==> src/rtl/mac_accumulator.sv <==
// mac_accumulator
// Sequential dot-product stage wrapped around an external combinational
// signed multiplier. Operand pairs are accepted over a valid/ready handshake
// and registered onto the multiplier inputs; one cycle later the product is
// sign-extended and added into a saturating accumulator. After LEN products
// the sum is presented downstream over a valid/ready handshake.
//
// Ports
//   clk        sole clock, rising edge
//   rst_n      asynchronous active-low reset
//   in_valid   operand pair valid
//   in_ready   block can accept a pair
//   in_a/in_b  signed N-bit operands
//   clr        synchronous frame abort (same effect as reset, wins over handshakes)
//   mul_d/c    registered operands driving the multiplier d/c inputs
//   mul_y      signed 2N-bit product returned by the multiplier
//   out_valid  frame result valid
//   out_ready  downstream accepts result
//   out_sum    signed ACC_W-bit saturated sum
//   out_sat    a clamp occurred somewhere in this frame (sticky)
//
// state   | meaning
// --------+-----------------------------------------
// ST_ACC  | accepting pairs and accumulating products
// ST_DONE | frame result held for downstream
module mac_accumulator #(
  parameter int N     = 4,
  parameter int LEN   = 8,
  parameter int ACC_W = 16
) (
  input  logic                    clk,
  input  logic                    rst_n,
  input  logic                    in_valid,
  output logic                    in_ready,
  input  logic signed [N-1:0]     in_a,
  input  logic signed [N-1:0]     in_b,
  input  logic                    clr,
  output logic signed [N-1:0]     mul_d,
  output logic signed [N-1:0]     mul_c,
  input  logic signed [2*N-1:0]   mul_y,
  output logic                    out_valid,
  input  logic                    out_ready,
  output logic signed [ACC_W-1:0] out_sum,
  output logic                    out_sat
);

  localparam int CNT_W = $clog2(LEN + 1);
  localparam logic [CNT_W-1:0] LEN_C  = CNT_W'(LEN);
  localparam logic [CNT_W-1:0] LAST_C = CNT_W'(LEN - 1);
  localparam logic signed [ACC_W-1:0] SUM_MAX = {1'b0, {(ACC_W-1){1'b1}}};
  localparam logic signed [ACC_W-1:0] SUM_MIN = {1'b1, {(ACC_W-1){1'b0}}};

  typedef enum logic {ST_ACC, ST_DONE} state_t;

  state_t state, state_nxt;

  logic [CNT_W-1:0]        acc_cnt;
  logic [CNT_W-1:0]        add_cnt;
  logic                    p_vld;
  logic                    accept;
  logic                    last_add;
  logic signed [ACC_W:0]   prod_ext;
  logic signed [ACC_W:0]   sum_ext;
  logic signed [ACC_W:0]   sum_wide;
  logic                    ovf;
  logic signed [ACC_W-1:0] sum_sat;

  assign in_ready  = (state == ST_ACC) && (acc_cnt < LEN_C);
  assign out_valid = (state == ST_DONE);
  assign accept    = in_valid && in_ready && !clr;
  assign last_add  = p_vld && (add_cnt == LAST_C);

  // One guard bit above ACC_W: overflow shows up as disagreement between the
  // top two bits, and the guard bit alone tells the direction.
  always_comb begin
    prod_ext = {{(ACC_W+1-2*N){mul_y[2*N-1]}}, mul_y};
    sum_ext  = {out_sum[ACC_W-1], out_sum};
    sum_wide = sum_ext + prod_ext;
    ovf      = sum_wide[ACC_W] ^ sum_wide[ACC_W-1];
    if (ovf) begin
      sum_sat = sum_wide[ACC_W] ? SUM_MIN : SUM_MAX;
    end else begin
      sum_sat = sum_wide[ACC_W-1:0];
    end
  end

  always_ff @(posedge clk or negedge rst_n) begin
    if (!rst_n) begin
      state <= ST_ACC;
    end else begin
      state <= state_nxt;
    end
  end

  always_comb begin
    state_nxt = state;
    if (clr) begin
      state_nxt = ST_ACC;
    end else begin
      case (state)
        ST_ACC:  if (last_add)  state_nxt = ST_DONE;
        ST_DONE: if (out_ready) state_nxt = ST_ACC;
        default: state_nxt = ST_ACC;
      endcase
    end
  end

  // No pair is accepted and no product is pending while in ST_DONE, so the
  // handshake clear below never collides with the accept/add updates.
  always_ff @(posedge clk or negedge rst_n) begin
    if (!rst_n) begin
      mul_d   <= '0;
      mul_c   <= '0;
      p_vld   <= 1'b0;
      acc_cnt <= '0;
      add_cnt <= '0;
      out_sum <= '0;
      out_sat <= 1'b0;
    end else if (clr) begin
      mul_d   <= '0;
      mul_c   <= '0;
      p_vld   <= 1'b0;
      acc_cnt <= '0;
      add_cnt <= '0;
      out_sum <= '0;
      out_sat <= 1'b0;
    end else begin
      p_vld <= accept;
      if (accept) begin
        mul_d   <= in_a;
        mul_c   <= in_b;
        acc_cnt <= acc_cnt + CNT_W'(1);
      end
      if (p_vld) begin
        out_sum <= sum_sat;
        out_sat <= out_sat | ovf;
        add_cnt <= add_cnt + CNT_W'(1);
      end
      if (out_valid && out_ready) begin
        out_sum <= '0;
        out_sat <= 1'b0;
        acc_cnt <= '0;
        add_cnt <= '0;
      end
    end
  end

endmodule
==> config.mk <==
export PLATFORM = sky130hd
export DESIGN_NAME = mac_accumulator
export DESIGN_NICKNAME = d
export VERILOG_FILES = /design/src/rtl/mac_accumulator.sv
export SDC_FILE = /design/constraint.sdc
export NUM_CORES = 1
export LEC_CHECK = 0
export CAP_MARGIN = 20
export CORE_MARGIN = 4
export CORE_UTILIZATION = 40
export CTS_CLUSTER_DIAMETER = 80
export DETAILED_ROUTE_END_ITERATION = 10
export PLACE_DENSITY_LB_ADDON = 0.25
export SLEW_MARGIN = 20
export SYNTH_ARGS = -nofsm -noshare
export SYNTH_HDL_FRONTEND = slang
export SYNTH_SLANG_ARGS = --single-unit
==> constraint.sdc <==
create_clock -name clk -period 2.4 [get_ports clk]
set_input_delay 0.24 -clock clk [delete_from_list [all_inputs] [get_ports clk]]
set_output_delay 0.24 -clock clk [all_outputs]
set_load 0.05 [all_outputs]
==> metrics.yaml <==
synthesis:
  synth_common_cells: "dfrtp_1, a21oi_1, nand2_1"
  ys.flop_type: "dfrtp_1"
  synthCells: 254
  synth_area_leaders: "dfrtp_1, ha_1, a21oi_1"
  yosysTopAreaCellShare: 0.372
  synth_edf_count: 0
  async_flop_share: 1.00
  synth_cell_type_count: 45
  yosysTopAreaCell: "dfrtp_1"
  yosysSeqAreaShare: 0.372
  synth_area_per_cell_um2: 9.26
  yosysWarnings: 0
  yosysMostFrequentCell: "dfrtp_1"
  synth_nets: 294
  mappedNetlistArea_um2: 2350
  synth-seq-cells: 35
placement:
  dp_hpwl_um: 4370
  port-buffer-count: 47
  dpl_worst_slack_ps: -378
  place_area_um2: 3270
  gp_congestion: 0.893
layout:
  syn_to_final_growth_pct: 47.5
  multi_input_area_um2: 1530
  fin_area_um2: 3470
  drive_above_1_share: 0.297
  register_area_um2: 886
  diodes: 0
  nets: 389
  fillCellCount: 502
global_routing:
  grt_overflow: 0
  track_usage: 0.168
  grt_pass1_vias: 2093
  grt_pass1_wl_um: 9980
  grt_max_degree: 36
  antenna_found_initial: 0
detailed_routing:
  drt_iter0_drc: 85
  wirelength_um: 5920
  vias_per_cell: 5.23
  routedWlPerCell_um: 14.0
  drcViolationCount: 0
  vias: 2205
  postRouteAntennaNets: 0
  dr.pass1.iters: 4
sta:
  maxSlewViolCount: 0
  fin_crit_ps: 2350
  min_period_over_period: 0.980
  max_freq_mhz: 425
  tightest_slew_ps: 508
  slew_headroom: 0.660
  hold_violations: 0
  fin_ws_ps: 48.8
  setup_viol: 0
  fin_tns_setup_ps: 0
  finalClockSkew_ps: 7.88
  rsz0062_at_grt: "true"
setup_path:
  critPathCaptureType: "register"
  path_class: "input port to register"
  setup.worst_path.start_class: "input port"
  r2r_start: "out_sum[0]$_DFFE_PN0P_"
  setup.worst_path.start: "mul_y[2]"
  critPathMaxFanout: 3
  regToRegSetupSlack_ps: 50
  cp.arrival_ps: 2570
  cp_data_required_time_ps: 2620
clocking:
  clk_latency_ps: 280
  cts_buffers: 5
  clkTransAtPathRegs_ps: 80
  ctsLongestPathBuffers: 2
  cts-root-buf: "clkbuf_8"
  cts.sinks: 35
  h-tree-depth: 2
  cts_tree: "done"
floorplan:
  ioPinCount: 48
  die_area_um2: 7170
  core_area_um2: 5610
  initial_core_util: 0.419
  die_w_um: 84.7
  die_h_um: 84.7
  fp-row-count: 27
power:
  cellPowerDensity_nw_per_um2: 555
  ir_drop_mv: 0.370
  finalPower_mw: 1.92
  p_leak_nw: 1.58
min_path:
  min_path_type: "input port to async pin"
flow_run:
  maxCapViolCount: 0
run_status:
  status: "completed"
[layout make-up]
type,instances,area share
Sequential cell,35,0.255
Tap cell,72,0.0260
Inverter,1,0.00108
Clock inverter,2,0.00361
Multi-Input combinational cell,206,0.440
Clock buffer,6,0.0209
Timing Repair Buffer,100,0.253
[critical path: stages]
cell and delay [ps]:
clkdlybuf4s50_1 500, ha_4 220, o211a_1 220, a211o_1 330, buf_4 150, and4_1 190
a21oi_2 170, xor2_1 90, maj3_2 320, a21oi_2 130
[per-layer routing]
metal	vias to the layer above	wire, um	track usage
met5	-	0	0
met1	1049	2900	0.232
met2	50	2670	0.268
met3	8	237	0.0343
li1	1098	-	-
met4	0	108	0.0403
[state kept, by name, summed over array words and instances, names as in the netlist]
name and cells:
acc_cnt 4, add_cnt 4, p_vld 1, out_sat 1, mul_c 4, out_sum 16, out_valid 1, mul_d 4
[layout by cell type, fill, tap and decap left out, drive strengths merged, types with 3 or more instances in the layout]
| master | instances |
|---|---|
| o21ai | 23 |
| xor2 | 8 |
| nand2 | 32 |
| clkdlybuf4s50 | 45 |
| dfrtp | 35 |
| xnor2 | 9 |
| nor2b | 3 |
| mux2i | 4 |
| nand3 | 5 |
| ha | 18 |
| maj3 | 9 |
| o21a | 4 |
| clkbuf | 6 |
| nand2b | 3 |
| nor2 | 13 |
| a21o | 7 |
| o211ai | 3 |
| buf | 53 |
| a21oi | 41 |
[cell families (layout without fill, tap and decap cells)]
kind of cell,Yosys count,after routing,synth area share
and+or+nand+nor,66,66,0.128
DFF,35,35,0.372
AOI/OAI and AO/OA,91,91,0.243
adders and majority gates,28,28,0.146
muxes,4,4,0.0186
buffers and inverters,13,109,0.0250
xor gates and xnor gates,17,17,0.0665
[what timing repair did]
action / 4_1_cts / 5_1_grt
setup endpoints to repair: 13 / 16
gates resized for setup: 8 / 15
buffers inserted: 1 / 2
pin swaps: 3 / 2
hold buffers: 0 / 0
[power breakdown]
part           total [mW]  internal [mW]  leakage [nW]  switching (mW)
combinational       0.848          0.409          1.08           0.440
clock               0.416          0.203        0.0412           0.213
sequential          0.660          0.628         0.458          0.0322
[final timing paths]
check                                                to  cells after the start
worst max-delay path            out_sum[11]$_DFFE_PN0P_                     10
worst min-delay path            out_sum[11]$_DFFE_PN0P_                      2
worst max register to register  out_sum[11]$_DFFE_PN0P_                      9
worst min register to register   acc_cnt[3]$_DFFE_PN0P_                      2
max in group asynchronous        out_sum[6]$_DFFE_PN0P_                      2
min in group clk                   mul_c[3]$_DFFE_PN0P_                      3
[stage by stage]
step	hold WS [ps]	utilization	instances
finish	354	0.619	422
global route	415	0.619	422
CTS	376	0.603	420
detailed placement	506	0.583	411
global placement	490	0.583	411
floorplan	-55.6	-	254
No activity file was read; power rests on OpenSTA's default activity.
==> patch: new RTL, same settings <==
Set the parameter `N` to 5 (it was 4).
--- a/src/rtl/mac_accumulator.sv
+++ b/src/rtl/mac_accumulator.sv
@@ -24,7 +24,7 @@
 // ST_ACC  | accepting pairs and accumulating products
 // ST_DONE | frame result held for downstream
 module mac_accumulator #(
-  parameter int N     = 4,
+  parameter int N     = 5,
   parameter int LEN   = 8,
   parameter int ACC_W = 16
 ) (
Interface: changed (5 resized); port bits go from 48 to 54. The function was not compared with the original's and may differ.
==> patch against the original RTL <==
  * The flow now finishes with violations (setup timing)
  * Total power increased by 10%
  * Worst setup slack got worse by 50 ps
  * Fmax decreased by 2.1%
  * Wire length increased by 25%
  * Sequential cell count increased by 2
  * Cell area increased by 11%
  * Synthesized area increased by 15%
  * Non-clock buffer count increased by 14
  * Clock power increased by 13%
==> patch: results (changes against the original RTL) <==
Final layout
  – Layout cells sized above 1: 24.5% (was 29.7%)
  – Filler instances: 567 (was 502)
  – Footprint of the multi-input gates: 0.00169 mm^2 (was 0.00153 mm^2)
  – Non-CTS buffers: 114 (was 100)
  – Layout clock area frac: 2.51% (was 2.45%)
  – NonClk Buf Share: 26.2% (was 25.3%)
  – Fin util: 59.4% (was 61.9%)
  – Non-clk invs: 4 (was 1)
  – Sequential share of cell area: 24.3% (was 25.5%)
  – Number of multi-input logic gates: 245 (was 206)

Worst setup path
  – CP max-delay cell: dfrtp_2 (was clkdlybuf4s50_1)
  – RR Endpoint: out_sum[2]$_DFFE_PN0P_ (was out_sum[11]$_DFFE_PN0P_)
  – Worst path arrival time: 2540 ps (was 2570 ps)
  – CP Max Fanout: 20 (was 3)
  – Startpoint type of the worst setup path: flip-flop (was input pin)

Placement
  – GPL Wtd Cong: 0.900 (was 0.893)
  – Dpl cells: 475 (was 411)
  – Detail Placement HPWL: 5560 um (was 4370 um)
  – Pre-CTS WS: -399 ps (was -378 ps)

Timing
  – Final worst slack: -1.33 ps (was 48.8 ps)
  – Hold WS: 50.3 ps (was 354 ps)
  – Final setup vio count: 1 (was 0)
  – Worst-Margin Slew: 859 ps (was 508 ps)
  – Setup TNS: -1.33 ps (was 0 ps)
  – Worst Skew: 4.94 ps (was 7.88 ps)

Route
  – WL per Instance: 15.2 um (was 14.0 um)

Yosys
  – Adder-Cell Fraction of Synth Area: 9.10% (was 14.6%)
  – Synth top area cells: dfrtp_1 34%, ha_1 8.4%, nand2_1 7.4%, a21oi_1 5.4%, a31oi_1 3.7% (was dfrtp_1 37%, ha_1 9.6%, a21oi_1 7.0%, nand2_1 5.1%, o21ai_0 4.3%)
  – Post-synthesis xor/xnor area fraction: 4.55% (was 6.65%)
  – Compound-Gate Fraction of Synth Area: 29.4% (was 24.3%)
  – Post-synthesis mux area share: 0.372% (was 1.86%)
  – Syn_nets: 353 (was 294)
  – Syn_area_per_cell: 8.72 um^2 (was 9.26 um^2)
  – Register bit count reported by yosys: 37 (was 35)

Power and ir drop
  – Worst vdd ir: 0.000338 V (was 0.000370 V)
  – Switching fraction of total power: 37.7% (was 35.6%)
  – Leakage: 0.00168 uW (was 0.00158 uW)

Status
  – Failing checks: setup timing
  – Status: complete, but fails checks (was finished, final reports clean)

Global route
  – Total GRT Usage: 18.4% (was 16.8%)
  – First-pass GRT wire length: 12500 um (was 9980 um)
patch: cell types whose count changed after synthesis, sizes merged, moves of 3 or more:
cell,unedited run,this run
buf,3,15
a21oi,41,31
nor3,0,4
nand2,32,53
mux2i,4,1
o211ai,3,18
inv,1,4
maj3,9,0
a21o,7,4
and2,1,4
a31oi,1,16
patch: routing by layer:
| metal | up-vias | track usage (%) | share of wire [%] |
|---|---|---|---|
| met5 | - | 0 | 0 |
| met4 | 0 | 4.97 | 1.2 |
| met3 | 7 | 2.67 | 4.7 |
| met2 | 54 | 29.3 | 47 |
| met1 | 1246 | 26.0 | 47 |
| li1 | 1337 | - | - |
patch: power groups by stage:
stage	combinational [uW]	sequential (uW)	clock, uW
floorplan	458	822	0
global placement	901	715	0
finish	942	705	471
CTS	923	705	489
detailed placement	912	716	0
global route	1020	712	520
patch: timing repair:
item | in CTS | in global routing
buffers inserted | 1 | 2
hold buffers | 0 | 0
pin swaps | 3 | 20
resized for setup | 3 | 12
endpoints found under the setup margin | 15 | 16
